<file path="src/rtl/mips_uart_tx.sv">
// UART transmitter (8N1, or 8E1 with UART_TX_PARITY_EN) fed by the MIPS debug unit.
// Bit timing from a 16x oversample tick derived from clk / BAUD_DVSR.
module mips_uart_tx #(
    parameter int DATA_BITS = 8,
    parameter int BAUD_DVSR = 163,
    parameter int SB_TICK   = 16
) (
    input  logic                 clk,
    input  logic                 reset,
    input  logic                 i_tx_ready,
    input  logic [DATA_BITS-1:0] i_tx_data,
    output logic                 o_tx,
    output logic                 o_tx_done
);

    localparam int BW = (BAUD_DVSR > 1) ? $clog2(BAUD_DVSR) : 1;
    localparam int NW = $clog2(DATA_BITS + 1);
    localparam int SW = $clog2((SB_TICK > 16) ? SB_TICK : 16);

    localparam logic [2:0] S_IDLE   = 3'd0;
    localparam logic [2:0] S_START  = 3'd1;
    localparam logic [2:0] S_DATA   = 3'd2;
`ifdef UART_TX_PARITY_EN
    localparam logic [2:0] S_PARITY = 3'd3;
`endif
    localparam logic [2:0] S_STOP   = 3'd4;

    logic [2:0]           r_state;
    logic [BW-1:0]        r_baud;
    logic [SW-1:0]        r_sample;
    logic [NW-1:0]        r_nbit;
    logic [DATA_BITS-1:0] r_shift;
    logic                 r_tx;
    logic                 r_done;
`ifdef UART_TX_PARITY_EN
    logic                 r_parity;
`endif

    logic w_tick;
    logic w_bit_end;
    logic w_stop_end;
    logic w_last_data;

    assign w_tick      = (r_baud == BW'(BAUD_DVSR - 1));
    assign w_bit_end   = w_tick && (r_sample == SW'(15));
    assign w_stop_end  = w_tick && (r_sample == SW'(SB_TICK - 1));
    assign w_last_data = (r_nbit == NW'(DATA_BITS - 1));

    assign o_tx      = r_tx;
    assign o_tx_done = r_done;

    // Divider is parked at 0 while idle so every frame starts with identical timing
    always_ff @(posedge clk or posedge reset) begin
        if (reset) begin
            r_baud <= '0;
        end else if (r_state == S_IDLE || w_tick) begin
            r_baud <= '0;
        end else begin
            r_baud <= r_baud + BW'(1);
        end
    end

    always_ff @(posedge clk or posedge reset) begin
        if (reset) begin
            r_state  <= S_IDLE;
            r_sample <= '0;
            r_nbit   <= '0;
            r_shift  <= '0;
            r_tx     <= 1'b1;
            r_done   <= 1'b1;
`ifdef UART_TX_PARITY_EN
            r_parity <= 1'b0;
`endif
        end else begin
            case (r_state)
                S_IDLE: begin
                    r_tx     <= 1'b1;
                    r_done   <= 1'b1;
                    r_sample <= '0;
                    r_nbit   <= '0;
                    if (i_tx_ready) begin
                        r_state  <= S_START;
                        r_shift  <= i_tx_data;
                        r_tx     <= 1'b0;
                        r_done   <= 1'b0;
`ifdef UART_TX_PARITY_EN
                        r_parity <= ^i_tx_data;
`endif
                    end
                end
                S_START: begin
                    if (w_bit_end) begin
                        r_sample <= '0;
                        r_state  <= S_DATA;
                        r_tx     <= r_shift[0];
                    end else if (w_tick) begin
                        r_sample <= r_sample + SW'(1);
                    end
                end
                S_DATA: begin
                    if (w_bit_end) begin
                        r_sample <= '0;
                        r_shift  <= r_shift >> 1;
                        if (w_last_data) begin
                            r_nbit <= '0;
`ifdef UART_TX_PARITY_EN
                            r_state <= S_PARITY;
                            r_tx    <= r_parity;
`else
                            r_state <= S_STOP;
                            r_tx    <= 1'b1;
`endif
                        end else begin
                            r_nbit <= r_nbit + NW'(1);
                            r_tx   <= r_shift[1];
                        end
                    end else if (w_tick) begin
                        r_sample <= r_sample + SW'(1);
                    end
                end
`ifdef UART_TX_PARITY_EN
                S_PARITY: begin
                    if (w_bit_end) begin
                        r_sample <= '0;
                        r_state  <= S_STOP;
                        r_tx     <= 1'b1;
                    end else if (w_tick) begin
                        r_sample <= r_sample + SW'(1);
                    end
                end
`endif
                S_STOP: begin
                    if (w_stop_end) begin
                        r_sample <= '0;
                        r_state  <= S_IDLE;
                        r_done   <= 1'b1;
                    end else if (w_tick) begin
                        r_sample <= r_sample + SW'(1);
                    end
                end
                default: begin
                    r_state  <= S_IDLE;
                    r_sample <= '0;
                    r_nbit   <= '0;
                    r_tx     <= 1'b1;
                    r_done   <= 1'b1;
                end
            endcase
        end
    end

endmodule
</file>
<file path="config.mk">
export PLATFORM = sky130hd
export DESIGN_NAME = mips_uart_tx
export DESIGN_NICKNAME = d
export VERILOG_FILES = /design/src/rtl/mips_uart_tx.sv
export SDC_FILE = /design/constraint.sdc
export NUM_CORES = 1
export LEC_CHECK = 0
export CELL_PAD_IN_SITES_DETAIL_PLACEMENT = 1
export CELL_PAD_IN_SITES_GLOBAL_PLACEMENT = 2
export CORE_MARGIN = 2
export CORE_UTILIZATION = 40
export DETAILED_ROUTE_END_ITERATION = 16
export PLACE_DENSITY = 0.84
export SLEW_MARGIN = 5
export SYNTH_ARGS = -nofsm -noshare
export SYNTH_HDL_FRONTEND = slang
export SYNTH_SLANG_ARGS = --single-unit
</file>
<file path="constraint.sdc">
create_clock -name clk -period 4.6 [get_ports clk]
set_input_delay 0.92 -clock clk [delete_from_list [all_inputs] [get_ports clk]]
set_output_delay 0.92 -clock clk [all_outputs]
set_load 0.05 [all_outputs]
</file>
==> impl_metrics.toml <==
[yosys]
syn_avg_cell_area_um2 = 10.6
syn_nets = 167
async_flop_share_pct = 100
yosys.cell_types.count = 41
ys.warnings.count = 0
synth-seq-cells = 29
yosys.area.top_type_share_pct = 42.1
synthCells = 152
synth_edf_count = 0
yosys.area.top_type = "dfrtp_1"
syn_area_um2 = 1600
synth-seq-area-share_pct = 45.4
synth_ff_type = "dfrtp_1"
synth_area_leaders = "dfrtp_1, mux2_2, xor2_1, nand3_1, dfstp_2"

[worst_hold_path]
min_from = "r_shift[2]"
min_delay_worst_endpoint = "r_shift[2]"
hold_path.class = "flip-flop to flip-flop"
holdPathStages = 1

[setup_path]
end_kind = "output port"
slowest_delay_ps = 800
ff2ff_setup_slack_ps = 2420
crit_fanout = 2
r2r-end = "r_shift[5]"
crit_type = "flip-flop to output port"
critPathRequiredTime_ps = 3680
reg2reg_depth = 3
crit_slowest_cell = "clkdlybuf4s50_1"
cp_top_family = "buffers and inverters"
r2r_start = "r_state[1]"
critPathArrivalTime_ps = 1630
crit_buf_inv = 1
critPathLaunchType = "flip-flop"
worstPathCellList = "clkdlybuf4s50_1"

[drt]
drtAntennaViolNets = 0
wl_met3_um = 133
wl_per_cell_um = 16.5
drt-total-wl_um = 3590
num_vias = 1208
firstDrtPassIters = 4
post-route-drc-count = 0
drtIter0Drc = 44
vias_per_cell = 5.54
wl_met1_um = 1660
wl_met2_um = 1740
highest-signal-layer = "met4"

[clock_network]
clock_sinks = 29
clock-root-buffer = "clkbuf_8"
cts.clk_slew.worst_paths_ps = 70
htree_levels = 2
cts_hold_buf = 0
postCtsSetupBuffers = 0
cts_buffer_depth = 2
cts_tree = "yes"
clock_latency_ps = 290
cts-resized-gates = 0
cts_made_buffers = 5

[timing]
finalCritPeriodShare_pct = 55.4
maxSlewViolCount = 0
fin_crit_ps = 2550
worst_pin_slew_ps = 1150
setup_viol_count_final = 0
slew_headroom_pct = 23.5
setup_tns_ps = 0
rsz0062_at_grt = "false"
skew_ps = 8.40
final_hold_viol_count = 0
timing.fmax_ghz = 0.392

[run_status]
status = "complete, no violations"

[layout]
fin_nets = 182
final_cell_mix = "dfrtp_1, nor2_1, mux2_2"
layout_commonest_cell = "dfrtp_1"
finalInstanceArea_um2 = 1860
syn_to_final_growth_pct = 16.0
drive_gt1_share_pct = 16.7
antenna_cells = 0

[place]
io_buffers = 12
place_hpwl_um = 2490
gp_congestion = 0.748
placed_cell_area_um2 = 1770

[power_and_ir_drop]
p_leak_nw = 0.771
pwr_density_cell_nw_per_um2 = 373
ir_drop_v = 0.000231

[floorplanning]
start_util_pct = 40.7
die_area_um2 = 4530
ios = 13
dieHeight_um = 67.3
rows = 23
core_area_um2 = 3940
die_w_um = 67.3

[flow_run]
max_cap_violations = 0

[global_routing]
grt_usage_pct = 17.5
overflow = 0
first_global_vias = 1155
grt_max_degree = 30
antenna_found_initial = 0
grt_pass1_wl_um = 5710
where the power goes:
part,switching [mW],internal [mW]
logic,0.0586,0.0647
clock network,0.0978,0.122
registers,0.0519,0.299
total,0.208,0.486
cells in the mapped netlist (2+ instances only):
cell type,number
clkbuf_1,3
nand3_1,11
mux2i_1,3
a31oi_1,4
nand3b_1,2
nand2_1,3
dfstp_2,2
inv_1,3
and2_1,4
nand2b_1,2
o21ai_0,6
a21oi_1,9
nor3_1,4
mux2_2,14
and3_1,3
nor2_1,14
xnor2_1,2
dfrtp_1,27
xor2_1,8
or3_1,4
ha_1,4
area by class of cell:
cell class	instances	area (um2)
fillers	434	2080
flip-flops and latches	29	728
clock buffers	8	90.1
multi-input cells	116	848
inverters	3	11.3
well taps	50	62.6
repair buffers	12	120
routing by layer:
metal / GRT usage (%) / vias up
met1: 22.4 / 607
met5: 0 / -
li1: - / 576
met2: 27.5 / 20
met4: 6.89 / 0
met3: 5.67 / 5
metrics by stage:
stage	instances	util [%]	worst slack, ps	hold slack (ps)	total power, mW
after floorplan	152	-	2660	452	0.436
after global placement	210	44.9	2120	464	0.468
after detailed placement	210	44.9	2050	479	0.478
after CTS	218	47.2	2040	495	0.701
after global routing	218	47.2	2020	519	0.730
final	218	47.2	2050	486	0.694
how the worst max path moves through the flow:
| stage | startpoint | to | slack (ps) | cells after the start |
|---|---|---|---|---|
| after detailed placement | i_tx_ready | r_shift[3] | 2050 | 5 |
| final | o_tx | o_tx | 2050 | 1 |
| after floorplan | i_tx_ready | r_shift[0] | 2660 | 4 |
| after CTS | o_tx | o_tx | 2040 | 1 |
| after global routing | o_tx_done | o_tx_done | 2020 | 1 |
| after global placement | i_tx_ready | r_shift[5] | 2120 | 5 |
flip-flops by register name (all words and copies together) (netlist names):
register,flops
r_shift,8
r_baud,8
r_sample,4
r_state,3
o_tx,1
r_nbit,4
o_tx_done,1
kinds of logic (layout without fill, tap and decap cells):
family / after synthesis / in the layout / synth area share (%)
AO/OA/AOI/OAI: 25 / 25 / 9.98
XOR/XNOR: 10 / 10 / 5.46
adder cells (fa/ha/maj): 4 / 4 / 3.12
buffers and inverters: 7 / 23 / 1.72
flip-flops: 29 / 29 / 45.4
multiplexers: 18 / 18 / 12.4
AND/OR/NAND/NOR: 59 / 59 / 21.9
Power figures use the tool's default switching activity.
